File: src/rtl/pipelined_adder_pkg.sv
// pipelined_adder_pkg: shared opcode encodings and configuration check for the pipelined add/subtract unit
//    OP_ADD / OP_SUB : encodings of the sub select (0 = add, 1 = subtract)
//    cfg_ok()        : legal WIDTH/STAGES combination (1 <= STAGES <= WIDTH, WIDTH divisible by STAGES)
package pipelined_adder_pkg;
   localparam logic OP_ADD = 1'b0;
   localparam logic OP_SUB = 1'b1;
   function automatic bit cfg_ok(input int width, input int stages);
      return stages >= 1 && stages <= width && width % stages == 0;
   endfunction
endpackage

File: src/rtl/pipelined_adder_if.sv
// pipelined_adder_if: operand/result handshake bundle of the pipelined adder
//    in_valid/in_ready   : operand transfer handshake (A, B, Cin, sub)
//    out_valid/out_ready : result transfer handshake (Y, Cout, ovf, zero)
//    master : producer/consumer side (testbench, datapath), slave : the adder
interface pipelined_adder_if #(
   parameter int WIDTH = 32
);
   logic             in_valid;
   logic             in_ready;
   logic [WIDTH-1:0] A;
   logic [WIDTH-1:0] B;
   logic             Cin;
   logic             sub;
   logic             out_valid;
   logic             out_ready;
   logic [WIDTH-1:0] Y;
   logic             Cout;
   logic             ovf;
   logic             zero;
   modport master (
      output in_valid, A, B, Cin, sub, out_ready,
      input  in_ready, out_valid, Y, Cout, ovf, zero
   );
   modport slave (
      input  in_valid, A, B, Cin, sub, out_ready,
      output in_ready, out_valid, Y, Cout, ovf, zero
   );
endinterface

File: src/rtl/pipelined_adder_slice.sv
// pipelined_adder_slice: combinational CHUNK-bit ripple adder built from a chain of full-adder cells
//    a, b : chunk operands     cin  : carry into bit 0
//    s    : chunk sum          cout : carry out of the chunk MSB
module pipelined_adder_slice #(
   parameter int CHUNK = 8
) (
   input  logic [CHUNK-1:0] a,
   input  logic [CHUNK-1:0] b,
   input  logic             cin,
   output logic [CHUNK-1:0] s,
   output logic             cout
);
   logic c;
   always_comb begin
      s = '0;
      c = cin;
      for (int i = 0; i < CHUNK; i++) begin
         s[i] = a[i] ^ b[i] ^ c;
         c    = (a[i] & b[i]) | (c & (a[i] ^ b[i]));
      end
      cout = c;
   end
endmodule

File: src/rtl/pipelined_adder.sv
// pipelined_adder: WIDTH-bit add/subtract split into STAGES carry-chained slices, one slice per clock
//    clk, rst_n : clock (rising edge), asynchronous active-low reset
//    bus.slave  : in_valid/in_ready + A, B, Cin, sub  ->  out_valid/out_ready + Y, Cout, ovf, zero
//    sub=0: Y = A + B + Cin ; sub=1: Y = A - B - Cin (Cout = 1 means no borrow)
module pipelined_adder
   import pipelined_adder_pkg::*;
#(
   parameter int WIDTH  = 32,
   parameter int STAGES = 4
) (
   input logic              clk,
   input logic              rst_n,
   pipelined_adder_if.slave bus
);
   localparam int CHUNK = WIDTH / STAGES;
   localparam int L     = STAGES - 1;
   if (!cfg_ok(WIDTH, STAGES)) begin : g_cfg_err
      $error("pipelined_adder: need 1 <= STAGES <= WIDTH and WIDTH %% STAGES == 0");
   end
   logic             en;
   logic [WIDTH-1:0] bx;
   logic             c0;
   logic             ovf_q;
   logic             has_q;
   // subtraction is A + ~B + ~Cin, so a borrow-in becomes a missing carry-in
   assign bx = (bus.sub == OP_SUB) ? ~bus.B : bus.B;
   assign c0 = (bus.sub == OP_SUB) ? ~bus.Cin : bus.Cin;
   // the whole pipe advances together; only a held, unconsumed result stalls it
   assign en           = ~g_st[L].v_q | bus.out_ready;
   assign bus.in_ready = en;
   for (genvar k = 0; k < STAGES; k++) begin : g_st
      localparam int RI = WIDTH - k * CHUNK;
      // a_in/b_in carry only the operand bits not yet summed: chunk k sits at the bottom
      logic [RI-1:0]          a_in;
      logic [RI-1:0]          b_in;
      logic                   c_in;
      logic                   v_in;
      logic [CHUNK-1:0]       s;
      logic                   co;
      logic                   v_q;
      logic                   c_q;
      logic [(k+1)*CHUNK-1:0] y_d;
      logic [(k+1)*CHUNK-1:0] y_q;
      if (k == 0) begin : g_head
         assign a_in = bus.A;
         assign b_in = bx;
         assign c_in = c0;
         assign v_in = bus.in_valid;
         assign y_d  = s;
      end else begin : g_tail
         assign a_in = g_st[k-1].g_skew.a_q;
         assign b_in = g_st[k-1].g_skew.b_q;
         assign c_in = g_st[k-1].c_q;
         assign v_in = g_st[k-1].v_q;
         assign y_d  = {s, g_st[k-1].y_q};
      end
      pipelined_adder_slice #(.CHUNK(CHUNK)) u_slice (
         .a    (a_in[CHUNK-1:0]),
         .b    (b_in[CHUNK-1:0]),
         .cin  (c_in),
         .s    (s),
         .cout (co)
      );
      // upper operand chunks ride along so each operation occupies a single stage
      if (k < STAGES - 1) begin : g_skew
         logic [RI-CHUNK-1:0] a_q;
         logic [RI-CHUNK-1:0] b_q;
         always_ff @(posedge clk or negedge rst_n) begin
            if (!rst_n) begin
               a_q <= '0;
               b_q <= '0;
            end else if (en && v_in) begin
               a_q <= a_in[RI-1:CHUNK];
               b_q <= b_in[RI-1:CHUNK];
            end
         end
      end
      // data only loads for valid slots, so results and flags hold through bubbles
      always_ff @(posedge clk or negedge rst_n) begin
         if (!rst_n) begin
            v_q <= 1'b0;
            c_q <= 1'b0;
            y_q <= '0;
         end else if (en) begin
            v_q <= v_in;
            if (v_in) begin
               c_q <= co;
               y_q <= y_d;
            end
         end
      end
   end
   // the last slice sees the operand sign bits, so overflow is decided there
   always_ff @(posedge clk or negedge rst_n) begin
      if (!rst_n) begin
         ovf_q <= 1'b0;
         has_q <= 1'b0;
      end else if (en && g_st[L].v_in) begin
         ovf_q <= (g_st[L].a_in[CHUNK-1] == g_st[L].b_in[CHUNK-1]) &
                  (g_st[L].s[CHUNK-1] != g_st[L].a_in[CHUNK-1]);
         has_q <= 1'b1;
      end
   end
   assign bus.out_valid = g_st[L].v_q;
   assign bus.Y         = g_st[L].y_q;
   assign bus.Cout      = g_st[L].c_q;
   assign bus.ovf       = ovf_q;
   // has_q keeps zero low until a real result has reached the output
   assign bus.zero      = has_q & ~|g_st[L].y_q;
endmodule

File: src/flat_wrapper.sv
// flat-port wrapper written by rule: the top's interface ports become plain ports
module pipelined_adder_flat import pipelined_adder_pkg::*;
#(
   parameter int WIDTH  = 32,
   parameter int STAGES = 4
)
  (clk, rst_n, bus_in_valid, bus_A, bus_B, bus_Cin, bus_sub, bus_out_ready, bus_in_ready, bus_out_valid, bus_Y, bus_Cout, bus_ovf, bus_zero);
  pipelined_adder_if #(.WIDTH(WIDTH)) bus_i ();
  input logic clk;
  input logic rst_n;
  input wire logic [$bits(bus_i.in_valid)-1:0] bus_in_valid;
  input wire logic [$bits(bus_i.A)-1:0] bus_A;
  input wire logic [$bits(bus_i.B)-1:0] bus_B;
  input wire logic [$bits(bus_i.Cin)-1:0] bus_Cin;
  input wire logic [$bits(bus_i.sub)-1:0] bus_sub;
  input wire logic [$bits(bus_i.out_ready)-1:0] bus_out_ready;
  output wire logic [$bits(bus_i.in_ready)-1:0] bus_in_ready;
  output wire logic [$bits(bus_i.out_valid)-1:0] bus_out_valid;
  output wire logic [$bits(bus_i.Y)-1:0] bus_Y;
  output wire logic [$bits(bus_i.Cout)-1:0] bus_Cout;
  output wire logic [$bits(bus_i.ovf)-1:0] bus_ovf;
  output wire logic [$bits(bus_i.zero)-1:0] bus_zero;
  assign bus_i.in_valid = bus_in_valid;
  assign bus_i.A = bus_A;
  assign bus_i.B = bus_B;
  assign bus_i.Cin = bus_Cin;
  assign bus_i.sub = bus_sub;
  assign bus_i.out_ready = bus_out_ready;
  assign bus_in_ready = bus_i.in_ready;
  assign bus_out_valid = bus_i.out_valid;
  assign bus_Y = bus_i.Y;
  assign bus_Cout = bus_i.Cout;
  assign bus_ovf = bus_i.ovf;
  assign bus_zero = bus_i.zero;
  pipelined_adder #(.WIDTH(WIDTH), .STAGES(STAGES)) u_core (.clk(clk), .rst_n(rst_n), .bus(bus_i));
endmodule
File: config.mk
export PLATFORM = sky130hd
export DESIGN_NAME = pipelined_adder_flat
export DESIGN_NICKNAME = d
export VERILOG_FILES = /design/src/rtl/pipelined_adder_pkg.sv /design/src/rtl/pipelined_adder_if.sv /design/src/rtl/pipelined_adder_slice.sv /design/src/rtl/pipelined_adder.sv /design/src/flat_wrapper.sv
export SDC_FILE = /design/constraint.sdc
export NUM_CORES = 1
export LEC_CHECK = 0
export ABC_AREA = 1
export ABC_CLOCK_PERIOD_IN_PS = 4210
export BUFFER_PORTS_ARGS = -buffer_cell sky130_fd_sc_hd__buf_2
export CORE_MARGIN = 8
export CORE_UTILIZATION = 30
export CTS_CLUSTER_DIAMETER = 40
export DETAILED_ROUTE_END_ITERATION = 8
export HOLD_SLACK_MARGIN = 0.1
export SLEW_MARGIN = 20
export SYNTH_ARGS = -nofsm -noshare
export SYNTH_HDL_FRONTEND = slang
export SYNTH_HIERARCHICAL = 1
export SYNTH_SLANG_ARGS = --single-unit
File: constraint.sdc
create_clock -name clk -period 4.21 [get_ports clk]
set_input_delay 0.421 -clock clk [delete_from_list [all_inputs] [get_ports clk]]
set_output_delay 0.421 -clock clk [all_outputs]
set_load 0.05 [all_outputs]
Word-level counts from Yosys, hierarchy flattened --
Cells that the tools add are included.
Cells by class: $add $sub $neg 0, multiply operators 0, div/mod/pow operators 0, $lt $le $gt $ge 0, eq/ne operators 2, shift-type cells 0, multiplexer cells 2, bitwise gates (word level) 166, reduce and logical (&&, ||, !) cells 10
Operators by type and width (number):
- AND 1 bit | 66
- XOR 1 bit | 64
- OR 1 bit | 33
- 2-to-1 mux 32 bit | 1
- NOT 32 bit | 1
- OR reduction 32 bit | 1
- AND reduction 2 bit | 4
- logical AND 1 bit | 4
- NOT 1 bit | 2
- == test 1 bit | 1
- zero test 1 bit | 1
- 2-to-1 mux 1 bit | 1
- inequality test 1 bit | 1
Word-level totals: register bits after elaboration 186, latch bits 0, memory bits (writable) 0, ROM bits 0, bits of input ports 70, output and inout port bits 37, word-level logic and storage cells 200, memories 0

Depth between registers and ports, before layout --
Gate-level depths: netlist of the first run.
depth in word-level cells 19, depth in mapped cells 17, mapped depth without buffers 16

Modules after synthesis --
Netlist of the first run, hierarchy kept.
By module, submodules not included:
- pipelined_adder | instances 1, cells an instance 794, area each 7375.8 um2, sequential area each 4654.5 um2
- pipelined_adder_slice | instances 4, cells an instance 18, area each 197.7 um2, sequential area each 0.0 um2

Worst setup path before layout of the first run --
Ideal clock, no wire load.
path type in2reg, start in bus_sub, end reg u_core.g_st[0].y_q[7], library setup time 0.065 ns, arrival 4.055 ns, data required time 4.145 ns, path slack 0.090 ns, stages on the path 17, buffers on the path 2, cells stage by stage buf_2 > buf_2 > xor2_1 > fa_1 > inv_1 > fa_1 > inv_1 > fa_1 > fa_1 > fa_1 > fa_1 > fa_1 > inv_1 > fa_1 > inv_1 > nand2_1 > nand2_1
Between the ends: word-level cells in the longest chain between the ends 17, elaborated cells on any way between the ends 32, those cells by class mux: 2; bitwise: 30
Ends and longest elaborated chain:
- start: declaration | line flat_wrapper.sv:15 | input wire logic [$bits(bus_i.sub)-1:0] bus_sub;
- 2-to-1 mux 32 bit * | line pipelined_adder.sv:26 | assign bx = (bus.sub == OP_SUB) ? ~bus.B : bus.B;
- via u_core.bx[0] | line pipelined_adder.sv:21 | logic [WIDTH-1:0] bx;
- XOR 1 bit | line pipelined_adder_slice.sv:19 | c = (a[i] & b[i]) | (c & (a[i] ^ b[i]));
- AND 1 bit | line pipelined_adder_slice.sv:19
- OR 1 bit * | line pipelined_adder_slice.sv:19
- AND 1 bit * | line pipelined_adder_slice.sv:19
- OR 1 bit * | line pipelined_adder_slice.sv:19
- AND 1 bit * | line pipelined_adder_slice.sv:19
- [3 not listed]
- AND 1 bit * | line pipelined_adder_slice.sv:19
- OR 1 bit * | line pipelined_adder_slice.sv:19
- AND 1 bit * | line pipelined_adder_slice.sv:19
- OR 1 bit * | line pipelined_adder_slice.sv:19
- AND 1 bit * | line pipelined_adder_slice.sv:19
- OR 1 bit * | line pipelined_adder_slice.sv:19
- XOR 1 bit * | line pipelined_adder_slice.sv:18 | s[i] = a[i] ^ b[i] ^ c;
- via u_core.g_st[0].s[7] | line pipelined_adder.sv:38 | logic [CHUNK-1:0] s;
- end signal: assignment | line pipelined_adder.sv:88 | y_q <= y_d;
- end: declaration | line pipelined_adder.sv:43 | logic [(k+1)*CHUNK-1:0] y_q;
Mark *: on every way through the listed nets, which the timed path passes. The rest lies on a longest branch. A chain may end at the register's enable or synchronous reset.

Final worst setup path of the first run --
start reg u_core.g_st[2].g_skew.a_q[0], end reg u_core.ovf_q (netlist: u_core/bus.ovf)
Between the ends: word-level cells in the longest chain between the ends 18, elaborated cells on any way between the ends 19, those cells by class eq/ne: 1; bitwise: 18
Ends and longest elaborated chain:
- start: declaration | line pipelined_adder.sv:66 | logic [RI-CHUNK-1:0] a_q;
- start signal: assignment | line pipelined_adder.sv:73 | a_q <= a_in[RI-1:CHUNK];
- XOR 1 bit | line pipelined_adder_slice.sv:19
- AND 1 bit | line pipelined_adder_slice.sv:19
- OR 1 bit * | line pipelined_adder_slice.sv:19
- AND 1 bit * | line pipelined_adder_slice.sv:19
- OR 1 bit * | line pipelined_adder_slice.sv:19
- AND 1 bit * | line pipelined_adder_slice.sv:19
- OR 1 bit * | line pipelined_adder_slice.sv:19
- AND 1 bit * | line pipelined_adder_slice.sv:19
- [3 not listed]
- AND 1 bit * | line pipelined_adder_slice.sv:19
- OR 1 bit * | line pipelined_adder_slice.sv:19
- AND 1 bit * | line pipelined_adder_slice.sv:19
- OR 1 bit * | line pipelined_adder_slice.sv:19
- XOR 1 bit * | line pipelined_adder_slice.sv:18
- via u_core.g_st[3].s[7] | line pipelined_adder.sv:38
- inequality test 1 bit * | line pipelined_adder.sv:100 | (g_st[L].s[CHUNK-1] != g_st[L].a_in[CHUNK-1]);
- AND 1 bit * | line pipelined_adder.sv:99 | ovf_q <= (g_st[L].a_in[CHUNK-1] == g_st[L].b_in[CHUNK-1]) &
- end signal: assignment | line pipelined_adder.sv:99
- end: declaration | line pipelined_adder.sv:23 | logic ovf_q;
Marked as above.

==> results.md, run 1 <==
* Antenna violations before repair at 0
* Area delta synth->final at 17.0%
* Status: finished clean
* Final setup vio count at 0
* Reg clk slew, reported paths at about 0.070 ns
* Highest clock rate at approximately 250 MHz
* Clock sinks at ~190
* Commonest cells in the netlist: nand2_1, dfrtp_1, inv_1, o21ai_0, nor2_1
* Period utilization at a little over nine tenths
* Compound-Gate Fraction of Synth Area at roughly 6.5%
* I/O pin cnt at 107
* Pre-Repair DR Iteration Count at 4
* Period minus WS final at roughly 4 ns
* Die ar. at approximately 33000 um^2
* Post-Syn Nets at between 900 and 1k
* Cts repair resizes at 0
* Max clock buf depth at 2
* Synth async-reset ratio at 100%
* Core Util, Final at ~36%
* CTS tree: yes
* Distinct cell type count after synthesis at 20
* Setup CP Type: reg -> reg
* Core ar. at between 20000 and 30000 um^2
* CP Launch Type: register
* Peak supply drop at around 0.28 mV
* Launching point of the worst reg2reg path: u_core/g_st[2].g_skew.a_q[0]$_DFFE_PN0P_
* Layout Nets at between 1k and 1.5k
* Post-Synthesis Cells at just under 900
* Max FO, Critical Path at 2
* Hold/Removal Path Class: in -> async
* Reg2reg path depth at 16
* Hold_buf cts at 0
* Gr ovfl total at 0
* Placed cell count at around 1.3k
* Total number of placement rows at 60
* Antenna Cells at 0
* Ratio of cells with drive above 1 in the final layout at 16.1%
* Fin Hold WS at around 0.12 ns
* Clock skew at 0.0113 ns
* Post-synth top flop: dfrtp_1
* Starting Density at between 30% and 40%
* Post-synthesis sequential area ratio at a little under three fifths
* Synth Cell Area at a little over 8000 um^2
* Post-route ant nets at 0
* Final setup margin at between 0.2 and 0.25 ns
* Max-Cap Viols at 0
* Post-synthesis mux area share at 0%
* Die H at ~180 um
* CTS Buf Count at 17
* Via count of the first global-routing pass at approximately 5.5k
* #FFs+latches synth at ~190
* Dominant cell by count in the synthesized netlist: nand2_1
* Drt via density at 4.19
* Final hold violation count at 0
* Main combinational cell family by area after synthesis: simple AND/OR/NAND/NOR gates
* XOR/XNOR Fraction of Synth Area at approximately 3.5%
* Pleak at approximately 5.0 nW
* Final wirelength at about 18000 um
* FILL cells at between 2k and 3k
* Leading area contributor after synthesis: dfrtp_1
* Dpl hpwl at between 10000 and 15000 um
* Synth Area in Adders at between 7 and 8%
* Data arrival time of the worst path at 4.35 ns
* Post-CTS setup buffers at 0
* Global Route Usage Sum at approximately 11%
* Htree depth at 4
* Simple-Gate Fraction of Synth Area at a little under a fifth
* Worst Path Required at around 4.6 ns
* Crit. End Element: register
* Power per standard cell area at around 770 nW/um^2
* Pre-CTS WS at 0.149 ns
* Setup TNS at 0 ns
* RSZ-0062 raised after global routing: false
* Number of synthesized flops with an enable pin at 0
* Root Driver: clkbuf_16
* First-pass GRT wire length at between 20000 and 30000 um
* WL/cell at around 13 um
* Post-DP Area at 8970 um^2
* Post-synth top area share at between 50% and 60%
* Slew Limit Fails at 0
* First DRT Iteration DRCs at ~300
* Syn_area_per_cell at around 9.4 um^2
* DIE WIDTH at approximately 180 um
* Routed via count at around 5.5k
* Worst-Skew Late Latency at around 0.43 ns
* Worst Tran Pin Value at 0.959 ns
* R2R Path End: u_core/bus.ovf$_DFFE_PN0P_
* Tot Pwr at around 7.3 mW
* Synth warn at 6
* Routability cong. at a little over 0.7
* Area contributors post-synth: dfrtp_1, nand2_1, fa_1
* DRC errors left at 0
* Worst slew margin at roughly 36%
* Post-Layout Cell Count at between 1k and 1.5k
* R2R setup slack at about 0.23 ns
* Port Buffers at about 110
* Design area at around 9600 um^2
* Pin count of the biggest net entering global routing at 117
==> metal layers <==
metal	up-vias	global-route usage, %	part of all wire, %
met5	-	0	0
met4	0	3.44	0.84
met3	8	3.11	3.7
met2	85	16.0	43
met1	2560	15.7	53
li1	2833	-	-
==> worst max-delay path by stage <==
| stage | from | endpoint | slack, ns |
|---|---|---|---|
| after detailed placement | bus_sub | u_core/g_st[0].y_q[7]$_DFFE_PN0P_ | 0.15 |
| final | u_core/g_st[2].g_skew.a_q[0]$_DFFE_PN0P_ | u_core/bus.ovf$_DFFE_PN0P_ | 0.23 |
| after floorplan | bus_sub | u_core/g_st[0].y_q[7]$_DFFE_PN0P_ | 0.09 |
| after global routing | u_core/g_st[2].g_skew.a_q[0]$_DFFE_PN0P_ | u_core/bus.ovf$_DFFE_PN0P_ | 0.001 |
| after global placement | bus_sub | u_core/g_st[0].y_q[7]$_DFFE_PN0P_ | 0.20 |
| after CTS | u_core/g_st[2].g_skew.a_q[0]$_DFFE_PN0P_ | u_core/bus.ovf$_DFFE_PN0P_ | 0.22 |
==> power by group <==
group	switching, mW	internal (mW)
sequential	0.440	2.55
combinational	1.93	0.870
clock	0.759	0.792
==> flip-flops by register name, summed over array words and instances, names as in the netlist, 3 cells and up <==
name,count
u_core/g_st.g_skew.a_q,48
u_core/g_st.g_skew.b_q,48
u_core/g_st.y_q,48
u_core/bus.Y,32
u_core/g_st.c_q,3
u_core/g_st.v_q,3
==> layout make-up <==
cell class                 instances  area [um^2]  share of cell area (%)
multi-input combinational        548         2950                    30.9
inverter                          87          327                    3.42
tap                              341          427                    4.46
clock inverter                    15          153                    1.60
clock buffer                      17          425                    4.45
sequential                       186         4650                    48.7
timing repair buffer             115          619                    6.48
==> cell families after synthesis <==
family          after synthesis
simple gates                377
xor+xnor                     33
buf+inv                     132
flops                       186
fa+ha+maj                    32
compound gates              106
==> worst max-delay path, cell delays in order, from the launching register on <==
cell     delay, ns
dfrtp_1       0.41
fa_1          0.42
inv_1         0.08
fa_1          0.15
inv_1         0.05
fa_1          0.37
fa_1          0.39
fa_1          0.38
fa_1          0.39
fa_1          0.37
inv_1         0.07
fa_1          0.40
inv_1         0.07
inv_1         0.04
o21ai_0       0.14
nand3_1       0.09
nand2_1       0.08
==> cell usage in the layout (no fill, tap or decap), types with 2 or more instances in the layout <==
master / netlist / layout
nand2_1: 283 / 281
dfrtp_1: 186 / 186
buf_2: 26 / 105
inv_1: 85 / 85
o21ai_0: 55 / 55
nor2_1: 50 / 50
nand3_1: 38 / 38
a21oi_1: 32 / 32
fa_1: 32 / 32
xnor2_1: 24 / 24
o21ai_1: 19 / 19
clkbuf_16: 0 / 17
xor2_1: 9 / 9
buf_4: 10 / 8
inv_8: 0 / 5
inv_6: 0 / 3
nand2_2: 1 / 3
clkinv_8: 0 / 2
clkinvlp_4: 0 / 2
clkinv_4: 0 / 2
nor2_4: 2 / 2
inv_2: 2 / 2
or2_2: 2 / 2
Power figures use the tool's default switching activity.
==> inputs of run 2 (changes only) <==
- ABC_CLOCK_PERIOD_IN_PS: 4210 -> 3600
- CTS_CLUSTER_SIZE: default -> 10
- RECOVER_POWER: default -> 25
- clock period: 4.21 -> 3.6 ns (I/O delays scaled with it)
==> run 2 against run 1 <==
  * The run now ends with capacitance limit, slew limit, setup timing left
  * Sequential share of layout area shrank 0.75 points
  * Non-clock buffer count grew 11
  * Clock skew shrank 0.0013 ns
  * Count of clock-buffer cells in the layout is the same
  * Clock power grew 21%
  * Sequential cell count is the same
  * Sequential power grew 18%
  * Core utilization grew 0.56 points
==> results.md, run 2 (same netlist as run 1, synthesis figures left out) <==
* Status: finished, violations left
* Failing checks: capacitance limit, slew limit, setup timing
* Die H at between 150 and 200 um
* Routed via count at between 5k and 6k
* Peak supply drop at 0.291 mV
* Ratio of cells with drive above 1 in the final layout at approximately a fifth
* Worst Path Required at 3.97 ns
* Tot Pwr at 8.72 mW
* First-pass GRT wire length at 29200 um
* CTS Buf Count at 17
* Antenna Cells at 0
* Worst Tran Pin Value at between 2 and 3 ns
* Largest registers: u_core/g_st.g_skew.a_q (48), u_core/g_st.g_skew.b_q (48), u_core/g_st.y_q (48)
* Final setup margin at -0.0766 ns
* Slew Limit Fails at between 100 and 150
* Stages on worst setup path at 16
* Port Buffers at 106
* Crit. End Element: register
* Pre-Repair DR Iteration Count at 4
* Post-route ant nets at 0
* Max FO, Critical Path at 2
* Drt via density at 4.17
* Post-Layout Cell Count at roughly 1.3k
* Pleak at 4.98 nW
* Starting Density at between 30% and 40%
* Family with the most delay on the worst path: adder cells
* Power per standard cell area at around 900 nW/um^2
* Core ar. at about 27000 um^2
* Routability cong. at approximately 0.73
* Pin count of the biggest net entering global routing at 114
* Crit-path slowest cell: fa_1
* Worst slew margin at -84.9%
* Reg2reg path depth at 16
* Clock sinks at approximately 190
* I/O pin cnt at around 110
* First DRT Iteration DRCs at approximately 230
* Setup CP Type: reg -> reg
* Most frequent cells in the layout: nand2_1, dfrtp_1, buf_2
* Most used cell along the critical path: fa_2
* Antenna violations before repair at 2
* Placed cell count at about 1.3k
* Htree depth at 4
* Root Driver: clkbuf_16
* Met2 usage at between 15 and 20%
* Final setup vio count at 1
* DIE WIDTH at approximately 180 um
* Met3 usage at approximately 2.4%
* WL/cell at 13.2 um
* CP Launch Type: register
* Period minus WS final at around 3.7 ns
* CP bufs+invs at 5
* Met1 Usage GRT at approximately 16%
* Worst hold stages at 3
* Data arrival time of the worst path at between 4 and 5 ns
* Clock skew at around 0.01 ns
* Worst-path cell chain: fa_2 -> inv_2 -> fa_2 -> inv_2 -> fa_2 -> fa_2 -> fa_2 -> fa_2 -> fa_2 -> inv_2 -> fa_1 -> inv_2 -> inv_2 -> o21ai_2 -> nand3_1 -> nand2_1
* Gr ovfl total at 0
* Hold/Removal Path Class: in -> reg
* Fin Hold WS at about 0.12 ns
* Reg clk slew, reported paths at 0.07 ns
* R2R setup slack at -0.08 ns
* DRC errors left at 0
* Period utilization at 102%
* CTS tree: yes
* CP peak stage delay at 0.41 ns
* Highest clock rate at between 200 and 300 MHz
* Global Route Usage Sum at between 10 and 15%
* Via count of the first global-routing pass at 5640
* Max clock buf depth at 2
* Die ar. at 32800 um^2
* Final hold violation count at 0
* GR peak layer: met2
* RSZ-0062 raised after global routing: true
* Dpl hpwl at 12700 um
* Commonest non-fill, non-tap cell in the layout: nand2_1
* Max-Cap Viols at 1
* Worst-Skew Late Latency at approximately 0.43 ns
* Layout Nets at 1068
* Area delta synth->final at 18.9%
* Total number of placement rows at 60
* Final wirelength at about 17000 um
* Core Util, Final at between 30% and 40%
-- run 2: cell count changes in the layout (fill, tap and decap cells not counted), sizes merged --
cell	before	now
buf	114	118
bufinv	0	1
clkbuf	18	19
clkinvlp	2	0
dlygate4sd3	0	6
inv	95	96
-- run 2: what timing repair did --
item | CTS | global route
setup endpoints to repair | 4 | 4
hold buffers | 6 | 0
hold endpoints to repair | 23 | 0
setup buffers | 0 | 2
gates resized for setup | 15 | 6
pin swaps | 3 | 3
-- run 2: routing by layer --
layer | part of all wire (%) | vias up
met5 | 0 | -
met4 | 1.4 | 0
met3 | 2.7 | 19
met2 | 43 | 84
met1 | 52 | 2544
li1 | - | 2857
-- run 2: through the flow --
step	area, um^2	setup TNS [ns]	worst slack [ns]
2_1_floorplan	8200	-0.276	-0.216
3_3_place_gp	9010	-0.443	-0.158
3_5_place_dp	9010	-0.665	-0.221
4_1_cts	9690	-0.133	-0.133
5_1_grt	9710	-0.523	-0.210
6_report	9710	-0.0766	-0.0766
-- run 2: path summary, 6_finish.rpt --
kind,from,to
max reg2reg,u_core/g_st[2].c_q$_DFFE_PN0P_,u_core/bus.ovf$_DFFE_PN0P_
max in group asynchronous,rst_n,u_core/g_st[2].y_q[18]$_DFFE_PN0P_
max,u_core/g_st[2].c_q$_DFFE_PN0P_,u_core/bus.ovf$_DFFE_PN0P_
min in group asynchronous,rst_n,u_core/g_st[0].g_skew.a_q[2]$_DFFE_PN0P_
min reg2reg,u_core/has_q$_DFFE_PN0P_,u_core/has_q$_DFFE_PN0P_
min,bus_A[19],u_core/g_st[0].g_skew.a_q[11]$_DFFE_PN0P_
-- run 2: power by group --
| part | total (mW) | switching (mW) | internal [mW] |
|---|---|---|---|
| clock network | 1.88 | 0.880 | 0.998 |
| registers | 3.52 | 0.535 | 2.98 |
| logic | 3.32 | 2.25 | 1.07 |
-- run 2: cell type report --
cell class              count  area [um^2]
multi-input cells         548         3010
fillers                  2793        17200
inverters                  87          327
clock buffers              17          425
well taps                 341          427
flip-flops and latches    186         4650
repair buffers            126          692
clock inverters            15          174
-- run 2: worst register-to-register path, stage by stage (launching register included) --
cell and delay [ns]:
dfrtp_1 0.40, fa_2 0.39, inv_2 0.06, fa_2 0.19, inv_2 0.04, fa_2 0.33
fa_2 0.34, fa_2 0.35, fa_2 0.35, fa_2 0.34, inv_2 0.06, fa_1 0.41
inv_2 0.07, inv_2 0.04, o21ai_2 0.09, nand3_1 0.08, nand2_1 0.07
==> inputs of run 3 (changes only) <==
==> constraint.sdc (replaced) <==
create_clock -name clk -period 3.6 [get_ports clk]
set_input_delay 0.36 -clock clk [delete_from_list [all_inputs] [get_ports clk]]
set_output_delay 0.36 -clock clk [all_outputs]
set_load 0.01 [all_outputs]
==> run 3 against run 2 <==
  * The flow still finishes with violations (capacitance limit, slew limit, setup timing)
  * Via count shrank 0.35%
  * Hold slack lost 0.0046 ns
  * Final area shrank 0.99%
  * Critical path type unchanged
==> results.md, run 3 (same netlist as run 1, synthesis figures left out) <==
* Fin Hold WS at approximately 0.12 ns
* Pin count of the biggest net entering global routing at about 110
* Post-DP Area at between 9000 and 10000 um^2
* Tot Pwr at approximately 8.0 mW
* Data arrival time of the worst path at about 4.1 ns
* Total number of placement rows at 60
* Max-Cap Viols at 1
* Routability cong. at a little over 0.7
* Post-route ant nets at 0
* Layout Nets at 1062
* Status: finished, violations left
* Reg clk slew, reported paths at 0.07 ns
* Period minus WS final at between 3 and 4 ns
* CP Launch Type: register
* Most frequent cells in the layout: nand2_1, dfrtp_1, buf_2
* Final setup vio count at 1
* WL/cell at roughly 13 um
* Failing checks: capacitance limit, slew limit, setup timing
* Core ar. at about 27000 um^2
* Worst-Skew Late Latency at around 0.43 ns
* Design area at 9610 um^2
* Port Buffers at ~110
* Htree depth at 4
* Power per standard cell area at approximately 830 nW/um^2
* Drt via density at about 4.2
* Antenna Cells at 0
* Max clock buf depth at 2
* CTS tree: yes
* Setup TNS at -0.121 ns
* Pre-CTS WS at -0.228 ns
* Clock skew at ~0.009 ns
* Die ar. at between 30000 and 40000 um^2
* Final setup margin at -0.121 ns
* DIE WIDTH at 181 um
* Ratio of cells with drive above 1 in the final layout at roughly 18%
* Final wirelength at 17300 um
* Hold/Removal Path Class: in -> reg
* Worst Tran Pin Value at approximately 2.8 ns
* Worst Path Required at roughly 4 ns
* Pre-Repair DR Iteration Count at 6
* Clock sinks at between 150 and 200
* Core Util, Final at between 30% and 40%
* Largest registers: u_core/g_st.g_skew.a_q (48), u_core/g_st.g_skew.b_q (48), u_core/g_st.y_q (48)
* Root Driver: clkbuf_16
* Global Route Usage Sum at between 10 and 15%
* Slew Limit Fails at roughly 110
* Highest clock rate at between 200 and 300 MHz
* Antenna violations before repair at 3
* Commonest non-fill, non-tap cell in the layout: nand2_1
* Area delta synth->final at 17.7%
* Gr ovfl total at 0
* I/O pin cnt at 107
* Peak supply drop at approximately 0.33 mV
* Dpl hpwl at between 10000 and 15000 um
* Routed via count at around 5.5k
* Placed cell count at ~1.3k
* First-pass GRT wire length at 29400 um
* Setup CP Type: reg -> reg
* DRC errors left at 0
* Via count of the first global-routing pass at between 5k and 6k
* Worst slew margin at -83.5%
* Final hold violation count at 0
* RSZ-0062 raised after global routing: true
* Post-Layout Cell Count at roughly 1.3k
* Crit. End Element: register
* Die H at around 180 um
* Max FO, Critical Path at 2
* Period utilization at 103%
* First DRT Iteration DRCs at about 220
* Starting Density at a little under a third
* CTS Buf Count at 17
* Pleak at around 4.9 nW
-- run 3: cell types whose count changed in the layout (fill, tap and decap cells not counted), moves of 2 or more --
cell / delta
clkinvlp_4: +2
buf_2: -14
inv_8: +2
clkbuf_1: +13
inv_6: -2
dlygate4sd3_1: -4
-- run 3: final cells by class --
cell class                      instances  area, um^2
Fill cell                            2791       17300
Sequential cell                       186        4650
Multi-Input combinational cell        548        3010
Timing Repair Buffer                  120         623
Tap cell                              341         427
Clock buffer                           17         425
Inverter                               87         327
Clock inverter                         15         148
-- run 3: timing repair --
item                       4_1_cts  5_1_grt
gates resized for setup         14        7
pin swaps                        6        5
buffers inserted                 1        0
hold endpoints to repair         5        0
hold buffers                     2        0
setup endpoints to repair        4        4
-- run 3: power breakdown --
group | leakage (nW) | switching (mW) | total, mW | internal, mW
Combinational | 2.35 | 1.66 | 2.69 | 1.03
Clock | 0.281 | 0.878 | 1.80 | 0.927
Sequential | 2.26 | 0.537 | 3.52 | 2.98
-- run 3: worst max-delay path, stage by stage, from the launching register on --
cell and delay (ns):
dfrtp_1 0.40, fa_2 0.39, inv_2 0.06, fa_2 0.18, inv_2 0.04, fa_2 0.36
fa_2 0.35, fa_2 0.35, fa_2 0.34, fa_2 0.34, inv_2 0.06, fa_1 0.41
inv_2 0.08, inv_2 0.03, o21ai_1 0.10, nand3_1 0.09, nand2_1 0.06
-- run 3: layer usage --
| layer | wire length (um) | share of wire, % | vias to the layer above | global-route usage (%) |
|---|---|---|---|---|
| li1 | - | - | 2843 | - |
| met1 | 9070 | 52 | 2528 | 15.7 |
| met2 | 7450 | 43 | 90 | 16.4 |
| met3 | 580 | 3.3 | 22 | 2.79 |
| met4 | 231 | 1.3 | 2 | 3.64 |
| met5 | 13 | 0.075 | - | 0 |
-- run 3: worst paths after layout --
path	startpoint	to	slack [ns]	cells after the start
hold reg to reg	u_core/has_q$_DFFE_PN0P_	u_core/has_q$_DFFE_PN0P_	0.47	2
max in group asynchronous	rst_n	u_core/g_st[1].g_skew.b_q[8]$_DFFE_PN0P_	0.65	2
setup / recovery	u_core/g_st[2].g_skew.a_q[0]$_DFFE_PN0P_	u_core/bus.ovf$_DFFE_PN0P_	-0.12	16
setup reg to reg	u_core/g_st[2].g_skew.a_q[0]$_DFFE_PN0P_	u_core/bus.ovf$_DFFE_PN0P_	-0.12	16
min in group asynchronous	rst_n	u_core/g_st[0].g_skew.a_q[2]$_DFFE_PN0P_	1.31	2
hold / removal	bus_A[19]	u_core/g_st[0].g_skew.a_q[11]$_DFFE_PN0P_	0.12	3
